File: src/rtl/hood_mode_ctrl.sv
// Range-hood operating-mode controller: power/menu/level/hurricane/self-clean
// sequencing, seconds countdown, and fan-usage tracking for the cleaning reminder.
module hood_mode_ctrl #(
    parameter int unsigned HURRICANE_S = 60,
    parameter int unsigned CLEAN_S     = 180,
    parameter int unsigned REMIND_S    = 36000
) (
    input  logic       clk,
    input  logic       reset,
    input  logic       tick_1hz,
    input  logic       power_on,
    input  logic       btn_menu,
    input  logic       btn_l1,
    input  logic       btn_l2,
    input  logic       btn_l3,
    input  logic       btn_clean,
    output logic [2:0] mode,
    output logic [1:0] fan_level,
    output logic [7:0] countdown,
    output logic       hurricane_used,
    output logic       clean_remind,
    output logic       clean_done
);

    // state   | meaning
    // OFF     | power off
    // STANDBY | powered, fan idle
    // MENU    | waiting for a selection
    // LVL1/2  | steady extraction level 1 / 2
    // LVL3    | timed hurricane, drops to LVL2 on expiry
    // RET     | level-3 run-down after menu, then STANDBY
    // CLEAN   | timed self-clean, fan off
    typedef enum logic [2:0] {
        ST_OFF     = 3'd0,
        ST_STANDBY = 3'd1,
        ST_MENU    = 3'd2,
        ST_LVL1    = 3'd3,
        ST_LVL2    = 3'd4,
        ST_LVL3    = 3'd5,
        ST_RET     = 3'd6,
        ST_CLEAN   = 3'd7
    } state_t;

    localparam logic [7:0]  HURRICANE_LD = 8'(HURRICANE_S);
    localparam logic [7:0]  CLEAN_LD     = 8'(CLEAN_S);
    localparam logic [16:0] REMIND_TH    = 17'(REMIND_S);

    state_t      state_q, state_d;
    logic [1:0]  fan_level_q, fan_level_d;
    logic [7:0]  countdown_q, countdown_d;
    logic        hurricane_used_q, hurricane_used_d;
    logic        clean_remind_q, clean_remind_d;
    logic        clean_done_q, clean_done_d;
    logic [15:0] usage_q, usage_d;
    logic        expiry;

    always_comb begin
        state_d          = state_q;
        countdown_d      = countdown_q;
        hurricane_used_d = hurricane_used_q;
        clean_done_d     = 1'b0;
        usage_d          = usage_q;
        clean_remind_d   = ({1'b0, usage_q} >= REMIND_TH);
        // countdown is only ever non-zero in the timed states
        expiry           = tick_1hz && (countdown_q == 8'd1);

        if (tick_1hz && (fan_level_q != 2'd0) && (usage_q != 16'hFFFF))
            usage_d = usage_q + 16'd1;
        if (tick_1hz && (countdown_q > 8'd1))
            countdown_d = countdown_q - 8'd1;

        if (!power_on) begin
            state_d          = ST_OFF;
            countdown_d      = 8'd0;
            hurricane_used_d = 1'b0;
        end else if (expiry) begin
            countdown_d = 8'd0;
            case (state_q)
                ST_LVL3: state_d = ST_LVL2;
                ST_CLEAN: begin
                    state_d      = ST_STANDBY;
                    clean_done_d = 1'b1;
                    usage_d      = 16'd0;
                end
                default: state_d = ST_STANDBY;
            endcase
        end else begin
            case (state_q)
                ST_OFF: state_d = ST_STANDBY;
                ST_STANDBY: if (btn_menu) state_d = ST_MENU;
                ST_MENU: begin
                    if (btn_menu) begin
                        state_d = ST_STANDBY;
                    end else if (btn_clean) begin
                        state_d     = ST_CLEAN;
                        countdown_d = CLEAN_LD;
                    end else if (btn_l3) begin
                        if (!hurricane_used_q) begin
                            state_d          = ST_LVL3;
                            countdown_d      = HURRICANE_LD;
                            hurricane_used_d = 1'b1;
                        end
                    end else if (btn_l2) begin
                        state_d = ST_LVL2;
                    end else if (btn_l1) begin
                        state_d = ST_LVL1;
                    end
                end
                ST_LVL1, ST_LVL2: begin
                    // higher-priority ignored buttons still swallow l1/l2
                    if (btn_menu)
                        state_d = ST_STANDBY;
                    else if (!btn_clean && !btn_l3) begin
                        if (btn_l2)
                            state_d = ST_LVL2;
                        else if (btn_l1)
                            state_d = ST_LVL1;
                    end
                end
                ST_LVL3: begin
                    if (btn_menu) begin
                        state_d     = ST_RET;
                        countdown_d = HURRICANE_LD;
                    end
                end
                default: state_d = state_q;
            endcase
        end

        case (state_d)
            ST_LVL1:         fan_level_d = 2'd1;
            ST_LVL2:         fan_level_d = 2'd2;
            ST_LVL3, ST_RET: fan_level_d = 2'd3;
            default:         fan_level_d = 2'd0;
        endcase
    end

    always_ff @(posedge clk or posedge reset) begin
        if (reset) begin
            state_q          <= ST_OFF;
            fan_level_q      <= 2'd0;
            countdown_q      <= 8'd0;
            hurricane_used_q <= 1'b0;
            clean_remind_q   <= 1'b0;
            clean_done_q     <= 1'b0;
            usage_q          <= 16'd0;
        end else begin
            state_q          <= state_d;
            fan_level_q      <= fan_level_d;
            countdown_q      <= countdown_d;
            hurricane_used_q <= hurricane_used_d;
            clean_remind_q   <= clean_remind_d;
            clean_done_q     <= clean_done_d;
            usage_q          <= usage_d;
        end
    end

    assign mode           = state_q;
    assign fan_level      = fan_level_q;
    assign countdown      = countdown_q;
    assign hurricane_used = hurricane_used_q;
    assign clean_remind   = clean_remind_q;
    assign clean_done     = clean_done_q;

endmodule
File: config.mk
export PLATFORM = sky130hd
export DESIGN_NAME = hood_mode_ctrl
export DESIGN_NICKNAME = d
export VERILOG_FILES = /design/src/rtl/hood_mode_ctrl.sv
export SDC_FILE = /design/constraint.sdc
export NUM_CORES = 1
export LEC_CHECK = 0
export CAP_MARGIN = 40
export CORE_ASPECT_RATIO = 0.75
export CORE_MARGIN = 4
export CORE_UTILIZATION = 57
export DETAILED_ROUTE_END_ITERATION = 12
export DONT_BUFFER_PORTS = 1
export GPL_TIMING_DRIVEN = 0
export PLACE_DENSITY = 0.72
export SYNTH_ARGS = -nofsm -noshare
export SYNTH_HDL_FRONTEND = slang
export SYNTH_SLANG_ARGS = --single-unit
File: constraint.sdc
create_clock -name clk -period 4 [get_ports clk]
set_clock_uncertainty 0.05 [all_clocks]
set_input_delay 0.2 -clock clk [delete_from_list [all_inputs] [get_ports clk]]
set_output_delay 0.2 -clock clk [all_outputs]
set_load 0.1 [all_outputs]
==> results_dict.tcl <==
set metrics [dict create \
    timing.fmax_mhz 370 \
    synth-seq-cells 32 \
    htreeDepth 2 \
    ir_worst_vdd_v 0.000358 \
    std_cell_rows 17 \
    tns_ps 0 \
    end_kind "register" \
    clk_pin_slew_ps 60 \
    antenna_found_initial 0 \
    avgSynthCellArea_um2 9.07 \
    syn_to_final_growth_pct 31.7 \
    synth_area_leaders "dfrtp_1, xor2_1, nor2_1" \
    crit_end "usage_q[10]$_DFF_PP0_" \
    cts.sinks 32 \
    crit_type "reg -> reg" \
    r2r_slack_ps 1300 \
    ios 25 \
    yosysTopAreaCell "dfrtp_1" \
    async_reset_ff_share_pct 100 \
    numCtsBuffers 5 \
    critPathArrivalTime_ps 2790 \
    syn_area_mm2 0.00187 \
    grt_pass1_vias 1670 \
    ys.flop_type "dfrtp_1" \
    final_util_pct 81.0 \
    slew_headroom_pct 41.9 \
    post_drt_wl_per_cell_um 16.6 \
    reg2reg_depth 6 \
    hp-class "in -> reg" \
    critPathLaunchType "register" \
    cp-startpoint "countdown[3]$_DFF_PP0_" \
    r2r-start "countdown[3]$_DFF_PP0_" \
    grt_pass1_wl_mm 7.94 \
    overflow 0 \
    first_pass_iters 4 \
    synth_top_area_share_pct 42.8 \
    hpwl_mm 3.56 \
    final_hold_viol_count 0 \
    drv_cap 0 \
    cts_buffer_depth 2 \
    nets 246 \
    whs_ps 21.4 \
    yosysUniqueCellTypes 46 \
    crit_required_ps 4090 \
    via_per_inst 6.22 \
    synth_edf_count 0 \
    drc_errors 0 \
    status "complete, no violations" \
    gp_congestion 0.826 \
    nFillCells 178 \
    power_mw 1.52 \
    postRouteWirelength_mm 4.51 \
    synth_fp_nets 219 \
    die_area_mm2 0.00427 \
    initial_core_util_pct 61.5 \
    cts_tree "yes" \
    rsz0062_at_grt "no" \
    die_h_um 57.6 \
    drive_gt1_share_pct 13.7 \
    grt_usage_pct 24.8 \
    fp.dieW_um 74.1 \
    root_buffer "clkbuf_8" \
    p_per_area_mw_per_mm2 617 \
    ant_nets 0 \
    post_cts_resized 0 \
    coreArea_mm2 0.00304 \
    final-max-slew-violation-count 0 \
    p_leak_nw 1.06 \
    port_buffers 0 \
    worstHoldPathCells 1 \
    setup_violations 0 \
    tightest_slew_ps 873 \
    route.vias.total 1685 \
    antenna_cells 0 \
    clk_latency_ps 280 \
    synthCells 206 \
    drt-initial-drc-count 141 \
    period_share_pct 67.5 \
    synth-seq-area-share_pct 42.8 \
    fin_crit_ps 2700 \
    rr_endpoint "usage_q[10]$_DFF_PP0_" \
    synth_commonest_cells "dfrtp_1, nor2_1, nand2_1, nand3_1, xor2_1" \
    grt_max_degree 22 \
    synth.most_common_cell "dfrtp_1" \
    critPathMaxFanout 10 \
    ys_warn_count 0 \
]
cell families after synthesis:
| kind of cell | after synthesis | share of synthesized area (%) |
|---|---|---|
| adders and majority gates | 4 | 2.68 |
| buffers and inverters | 16 | 3.61 |
| xor gates and xnor gates | 18 | 8.43 |
| DFF | 32 | 42.8 |
| AOI/OAI and AO/OA | 39 | 14.6 |
| and+or+nand+nor | 94 | 26.2 |
| muxes | 3 | 1.67 |
report_power, final:
part	switching, mW	leakage [nW]	internal (mW)	total (mW)
Clock	0.111	0.0410	0.118	0.229
Sequential	0.0805	0.433	0.376	0.456
Combinational	0.484	0.583	0.351	0.834
Total	0.675	1.06	0.844	1.52
layout make-up:
type | instances | area [µm²] | share of cell area [%]
plain buffers | 7 | 33.8 | 1.37
clock buffers | 6 | 72.6 | 2.95
clock inverters | 1 | 5.00 | 0.203
inverters | 9 | 33.8 | 1.37
multi-input cells | 158 | 1000 | 40.7
flip-flops and latches | 32 | 801 | 32.5
well taps | 38 | 47.5 | 1.93
repair buffers | 20 | 468 | 19.0
timing repair:
action,4_1_cts,5_1_grt
setup buffers,0,0
hold endpoints to repair,11,0
hold buffers,1,0
cells in the final DEF (no fill, tap or decap), types with 2 or more instances in the layout:
cell type and instances:
nand3_1 13, and2_1 2, clkbuf_8 5, buf_6 5, and4_1 2, o41a_1 2
nor2b_1 3, xor2_1 13, ha_1 4, clkbuf_1 7, o21ai_0 7, buf_16 15
o31ai_1 2, mux2i_1 2, o211ai_1 2, nand2_1 13, a21oi_1 11, nor4_1 5
nand2b_1 3, nand4_1 5, xnor2_1 5, nor4b_1 3, a211oi_1 2, and3_1 2
dfrtp_1 32, nor2_1 30, nor3_1 6, inv_1 9, a32o_1 2
registers in the layout, indices dropped and copies added, names as in the netlist:
signal and cells:
countdown 8, hurricane_used 1, clean_remind 1, clean_done 1
mode 3, usage_q 16, fan_level 2
routing by layer:
metal | vias up | wire length [µm] | track usage [%]
met5 | - | 0 | 0
met4 | 0 | 36 | 7.75
met3 | 4 | 432 | 10.2
met2 | 73 | 2050 | 37.4
met1 | 812 | 2000 | 32.6
li1 | 796 | - | -
metrics by stage:
stage	cells	instance area [µm²]	setup WS (ps)
after global placement	244	1920	995
after global routing	271	2460	1160
after CTS	271	2460	1310
after floorplan	206	1870	1380
after detailed placement	263	2370	1330
final	271	2460	1300
worst max-delay path: stages, from the launching register on:
cell and delay (ps):
dfrtp_1 440, buf_6 160, nor4_1 440, nand2_1 330, nor3_2 580, clkbuf_1 450, nor2_1 110
worst min path at each step:
stage	slack, ps	startpoint	to
6_report	20	power_on	hurricane_used$_DFFE_PP0P_
3_3_place_gp	300	power_on	hurricane_used$_DFFE_PP0P_
2_1_floorplan	270	reset	clean_done$_DFF_PP0_
3_5_place_dp	110	reset	usage_q[0]$_DFF_PP0_
5_1_grt	3	power_on	hurricane_used$_DFFE_PP0P_
4_1_cts	10	power_on	hurricane_used$_DFFE_PP0P_
(Power assumes the default switching activity.)
